--- config.mk ---
export PLATFORM = sky130hd
export DESIGN_NAME = round_data_select
export DESIGN_NICKNAME = d
export VERILOG_FILES = /design/src/rtl/round_data_select.sv
export SDC_FILE = /design/constraint.sdc
export NUM_CORES = 1
export LEC_CHECK = 0
export ABC_CLOCK_PERIOD_IN_PS = 4100
export CORE_AREA = 2 2 207 209
export CTS_BUF_LIST = sky130_fd_sc_hd__clkbuf_16
export CTS_CLUSTER_SIZE = 30
export DETAILED_ROUTE_END_ITERATION = 10
export DIE_AREA = 0 0 209 211
export GPL_ROUTABILITY_DRIVEN = 1
export PLACE_DENSITY_LB_ADDON = 0.1
export SLEW_MARGIN = 20
export SYNTH_ARGS = -nofsm -noshare
export SYNTH_HDL_FRONTEND = slang
export SYNTH_SLANG_ARGS = --single-unit
--- constraint.sdc ---
create_clock -name clk -period 4.1 [get_ports clk]
set_clock_uncertainty 0.05 [all_clocks]
set_input_delay 0.615 -clock clk [delete_from_list [all_inputs] [get_ports clk]]
set_output_delay 0.615 -clock clk [all_outputs]
set_load 0.01 [all_outputs]
--- src/rtl/round_data_select.sv ---
// round_data_select: picks one WIDTH-bit lane out of N_IN packed lanes and
// delivers it through a registered output stage backed by one skid register.
// Out-of-range selects produce an all-zero beat and raise a sticky error flag.
module round_data_select #(
  parameter int WIDTH = 128,
  parameter int N_IN  = 3,
  parameter int SEL_W = $clog2(N_IN)
) (
  input  logic                  clk,
  input  logic                  rst_n,
  input  logic [N_IN*WIDTH-1:0] in_data,
  input  logic [SEL_W-1:0]      sel,
  input  logic                  in_valid,
  output logic                  in_ready,
  output logic [WIDTH-1:0]      out_data,
  output logic                  out_valid,
  input  logic                  out_ready,
  output logic                  sel_err,
  input  logic                  err_clr,
  output logic [15:0]           beat_cnt
);

  // Occupancy of the OUT/SKID pair: EMPTY, OUT only, OUT and SKID.
  typedef enum logic [1:0] {
    EMPTY = 2'd0,
    ONE   = 2'd1,
    TWO   = 2'd2
  } state_t;

  state_t           state;
  state_t           state_next;
  logic [WIDTH-1:0] skid_data;
  logic [WIDTH-1:0] sel_val;
  logic             sel_oor;
  logic             accept;
  logic             pop;
  logic             load_out_in;
  logic             load_out_skid;
  logic             load_skid;

  assign sel_oor   = (int'(sel) >= N_IN);
  assign accept    = in_valid && in_ready;
  assign out_valid = (state != EMPTY);
  assign pop       = out_valid && out_ready;

  // Lane multiplexer; an index past the last lane falls through to zero.
  always_comb begin
    sel_val = '0;
    for (int i = 0; i < N_IN; i++) begin
      if (int'(sel) == i) begin
        sel_val = in_data[i*WIDTH +: WIDTH];
      end
    end
  end

  // Next occupancy state and which storage stage gets loaded this cycle.
  always_comb begin
    state_next    = state;
    load_out_in   = 1'b0;
    load_out_skid = 1'b0;
    load_skid     = 1'b0;
    case (state)
      EMPTY: begin
        if (accept) begin
          load_out_in = 1'b1;
          state_next  = ONE;
        end
      end
      ONE: begin
        if (accept && out_ready) begin
          load_out_in = 1'b1;
        end else if (accept) begin
          load_skid  = 1'b1;
          state_next = TWO;
        end else if (out_ready) begin
          state_next = EMPTY;
        end
      end
      TWO: begin
        if (out_ready) begin
          load_out_skid = 1'b1;
          state_next    = ONE;
        end
      end
      default: state_next = EMPTY;
    endcase
  end

  // State register; in_ready is registered from the state we are entering.
  always_ff @(posedge clk or negedge rst_n) begin
    if (!rst_n) begin
      state    <= EMPTY;
      in_ready <= 1'b0;
    end else begin
      state    <= state_next;
      in_ready <= (state_next != TWO);
    end
  end

  // Payload registers: OUT is the only source of out_data.
  always_ff @(posedge clk or negedge rst_n) begin
    if (!rst_n) begin
      out_data  <= '0;
      skid_data <= '0;
    end else begin
      if (load_out_in) begin
        out_data <= sel_val;
      end else if (load_out_skid) begin
        out_data <= skid_data;
      end
      if (load_skid) begin
        skid_data <= sel_val;
      end
    end
  end

  // Sticky select error (set beats clear) and wrapping handshake counter.
  always_ff @(posedge clk or negedge rst_n) begin
    if (!rst_n) begin
      sel_err  <= 1'b0;
      beat_cnt <= 16'd0;
    end else begin
      if (accept && sel_oor) begin
        sel_err <= 1'b1;
      end else if (err_clr) begin
        sel_err <= 1'b0;
      end
      if (pop) begin
        beat_cnt <= beat_cnt + 16'd1;
      end
    end
  end

endmodule

== Yosys cells after proc, flatten, opt, wreduce, memory -nomap -nowiden ==
Cells that the tools add are included.

* Add/subtract/negate cells: 1
* Multipliers: 0
* Div/mod/pow operators: 0
* $lt $le $gt $ge: 1
* Equality and inequality tests: 5
* Shifts and indexed selects: 0
* Muxes and demuxes: 20
* Bitwise gates (word level): 0
* Reduce and logical (&&, ||, !) cells: 9

{| class="wikitable"
|+ Operator list
! operator !! count
|-
| 128-bit 2-to-1 mux || 5
|-
| 16-bit by 1-bit adder with 16-bit output (second input constant) || 1
|-
| 2-bit 2-to-1 mux || 5
|-
| 1-bit 2-to-1 mux || 8
|-
| 2-bit == test (second input constant) || 3
|-
| 2-bit one-hot mux with 3 select lines || 1
|-
| 2-bit nonzero test || 3
|-
| 1-bit logical AND || 4
|-
| 2-bit zero test || 2
|-
| 2-bit by 1-bit == test with 1-bit output (second input constant) || 1
|-
| 2-bit >= comparator (second input constant) || 1
|-
| 2-bit inequality test (second input constant) || 1
|-
| 1-bit one-hot mux with 2 select lines || 1
|}

* Register bits: 276
* Latch bits: 0
* Memory bits (writable): 0
* Bits in read-only memories: 0
* Output and inout bits: 147
* Word-level logic and storage cells: 42
* Memories: 0

== Depth between registers and ports, before layout ==
* Depth after elaboration: 5
* Gate-level depth with buffers: 7
* Depth with buffers taken out: 5

== Worst setup path before layout ==
Ideal clock, no wire load.

* Path type: input to register
* From: input sel[0]
* To: register out_data[0]
* Setup time: 122 ps
* Arrival: 1706 ps
* Data required time: 3928 ps
* Slack: 2222 ps
* Stages on the path: 7
* Path buffers: 3
* Cells stage by stage: buf_2 > buf_2 > buf_2 > mux2i_1 > a2bb2oi_1 > and2_1 > o2bb2ai_1

* Word-level cells in the longest chain between the ends: 5
* Elaborated cells between the ends (all ways): 7
* Classes of those cells: eq/ne (2); mux (4); reduce/logical (1)

{| class="wikitable"
|+ Ends and longest elaborated chain
! item !! RTL line !! text
|-
| start, declared || 12 || <nowiki>input logic [SEL_W-1:0] sel,</nowiki>
|-
| 2-bit zero test || 50 || <nowiki>if (int'(sel) == i) begin</nowiki>
|-
| 128-bit 2-to-1 mux (2 in a row) || 50 ||
|-
| 128-bit 2-to-1 mux * || 50 ||
|-
| 128-bit 2-to-1 mux * || 106 || <nowiki>if (load_out_in) begin</nowiki>
|-
| end signal, assigned || 107 || <nowiki>out_data <= sel_val;</nowiki>
|-
| end signal, assigned || 109 || <nowiki>out_data <= skid_data;</nowiki>
|-
| end, declared || 15 || <nowiki>output logic [WIDTH-1:0] out_data,</nowiki>
|}

Every way passes the cells marked *; elsewhere a longest branch is shown, timed or not.
A chain may end at the register's enable or synchronous reset.

== Worst setup path after layout ==
* From: register state[1]
* To: output out_valid

* Word-level cells in the longest chain between the ends: 1

{| class="wikitable"
|+ Ends and longest elaborated chain
! item !! RTL line !! text
|-
| start, declared || 30 || <nowiki>state_t state;</nowiki>
|-
| start signal, assigned || 95 || <nowiki>state <= state_next;</nowiki>
|-
| 2-bit nonzero test || 43 || <nowiki>assign out_valid = (state != EMPTY);</nowiki>
|-
| end, declared || 16 || <nowiki>output logic out_valid,</nowiki>
|}

No other way between the ends.

==> reports/qor.csv <==
stage,metric,value,unit
outcome,status,"complete, no violations",
die,pin_count,538,
die,die_y,211,µm
synth,synthTopCellsByArea,"dfrtp_1 (49%), mux2i_1 (9.2%), a2bb2oi_1 (8.0%), o2bb2ai_1 (8.0%), and2_1 (5.7%)",
power_and_ir_drop,p_leak,8.53,nW
synth,yosysTopAreaCellShare,49.5,%
grt,grt_max_degree,138,
setup_path,cp-end-kind,output pin,
detailed_routing,via_per_inst,5.16,
grt,grt_use_total,20.1,%
layout,fin_cells,2392,
sta,grt_setup_unrepaired,no,
sta,relSlewSlack,42.1,%
sta,fin_tns_setup,0,ns
placed_design,gp_congestion,0.791,
grt,antenna_found_initial,2,
placed_design,numPlacedInstances,2332,
sta,setup_viol,0,
sta,whs,0.0744,ns
die,core-area,41800,µm²
sta,fmax,399,MHz
layout,fin_util,50.0,%
placed_design,place.detailed.hpwl,32300,µm
worst_hold_path,min_path_type,input port to async pin,
setup_path,cp-start-kind,flop,
detailed_routing,post-route-drc-count,0,
grt,grt_pass1_wl,70900,µm
detailed_routing,drt-total-wl,45800,µm
setup_path,reg2reg_to,out_data[32],
layout,final_cell_mix,"clkdlybuf4s50_1 (534), dfrtp_1 (276), nor2_1 (134)",
clocking,cts_tree,built,
sta,period_needed,2.51,ns
setup_path,rr_worst_depth,5,
setup_path,required,3.43,ns
placed_design,io_buffers,537,
layout,syn_to_final_growth,49.5,%
die,dieArea,44100,µm²
clocking,clk_pin_slew_worst_paths,0.06,ns
detailed_routing,drt_iter0_markers,607,
clocking,clock-sinks,276,
synth,yosys.area.top_type,dfrtp_1,
die,start_util,33.4,%
detailed_routing,num_vias,12352,
layout,final_common_cell,clkdlybuf4s50_1,
detailed_routing,first_pass_iters,5,
die,die_width,209,µm
layout,fin_nets,2221,
sta,worstMarginPinSlew,0.867,ns
synth,syn_area,14000,µm²
synth,ys_seq_area_share,49.5,%
power_and_ir_drop,peakVddDrop,0.000286,V
die,rows,75,
setup_path,regToRegStartpoint,state[1],
clocking,ctsResizeCount,0,
power_and_ir_drop,power_density,624,nW/µm²
clocking,clk_latency,0.50,ns
clocking,hold_buffers,0,
detailed_routing,ant_nets,0,
synth,yosysWarningCount,0,
grt,gr-total-overflow,0,
setup_path,critical_path_arrival,1.84,ns
synth,syn_nets,1754,
layout,fillCellCount,3952,
clocking,postCtsSetupRepairBufs,0,
sta,hold_viol_final,0,
sta,slew_violations,0,
clocking,cts_htree_levels,2,
grt,grt_pass1_vias,12694,
synth,synth-seq-cells,276,
setup_path,worstPathMaxFanout,8,
layout,drive_gt1_share,4.21,%
sta,period_share,61.2,%
setup_path,crit_type,flop to output pin,
clocking,cts_buffers,34,
clocking,cts_buffer_depth,3,
synth,syn_avg_cell_area,10.3,µm²
setup_path,ff2ff_setup_slack,1.81,ns
clocking,cts_root_buf,clkbuf_16,
synth,syn_inst,1362,
synth,ys_types,35,
flow_run,maxCapViolations,0,
detailed_routing,wl_per_cell,19.2,µm
-- area by class of cell --
cell class	count	area (µm²)	area share [%]
antenna	1	2.50	0.0120
clock buffer	35	876	4.20
clock inverter	24	186	0.893
inverter	4	15.0	0.0719
multi-input combinational	955	6530	31.3
sequential	276	6910	33.1
tap	539	674	3.23
timing repair buffer	558	5690	27.2
-- layer usage --
layer	track usage (%)	up-vias	wire length [µm]
li1	-	5895	-
met1	24.8	6030	19000
met2	34.8	365	22600
met3	5.44	60	3200
met4	5.07	2	929
met5	0	-	17
-- kinds of logic after synthesis --
logic type / Yosys count / share of synthesized area, %
XOR/XNOR: 15 / 0.941
adder cells (fa/ha/maj): 1 / 0.0896
flip-flops: 276 / 49.5
AO/OA/AOI/OAI: 519 / 25.5
multiplexers: 129 / 9.25
buffers and inverters: 131 / 4.17
AND/OR/NAND/NOR: 291 / 10.6
-- through the flow --
stage | setup WS (ns) | power [mW] | area [µm²]
after global routing | 1.52 | 13.9 | 20900
after detailed placement | 1.23 | 10.2 | 19800
final | 1.59 | 13.0 | 20900
after global placement | 1.26 | 10.1 | 19800
after floorplan | 2.22 | 7.43 | 14000
after CTS | 1.55 | 13.2 | 20900
-- flip-flops by register name, summed over array words and instances (netlist names) --
name,flops
in_ready,1
out_data,128
skid_data,128
sel_err,1
state,2
beat_cnt,16
-- synth_stat cells, drive strengths merged --
cell type and count:
mux2i 128, inv 4, and3 3, buf 74, nand2 8, clkbuf 53
and2 128, o2bb2ai 128, xnor2 11, ha 1, nor2 135, xor2 4
a21oi 130, nor2b 2, nor3b 1, nor4 1, and4 1, mux2 1
o221ai 1, o211ai 1, nand3b 1, nand2b 1, dfrtp 276, nand3 5
nor3 1, a2bb2oi 128, or2 1, nand4b 1, nand4 2, o21ai 130
o22ai 1
-- worst max path at each step --
stage | start | to
after CTS | state[1] | out_valid
after floorplan | sel[0] | out_data[0]
final | state[1] | out_valid
after detailed placement | out_ready | out_data[45]
after global routing | state[1] | out_valid
after global placement | out_ready | out_data[34]
-- critical path: stages (launching register included) --
cell and delay (ns):
dfrtp_1 0.51, or2_1 0.23, clkdlybuf4s50_1 0.61
-- report_power, final --
group | switching (mW) | internal, mW
registers | 0.732 | 4.06
clock network | 1.15 | 1.73
logic | 2.60 | 2.74
total | 4.48 | 8.54
No activity file was read; power rests on OpenSTA's default activity.
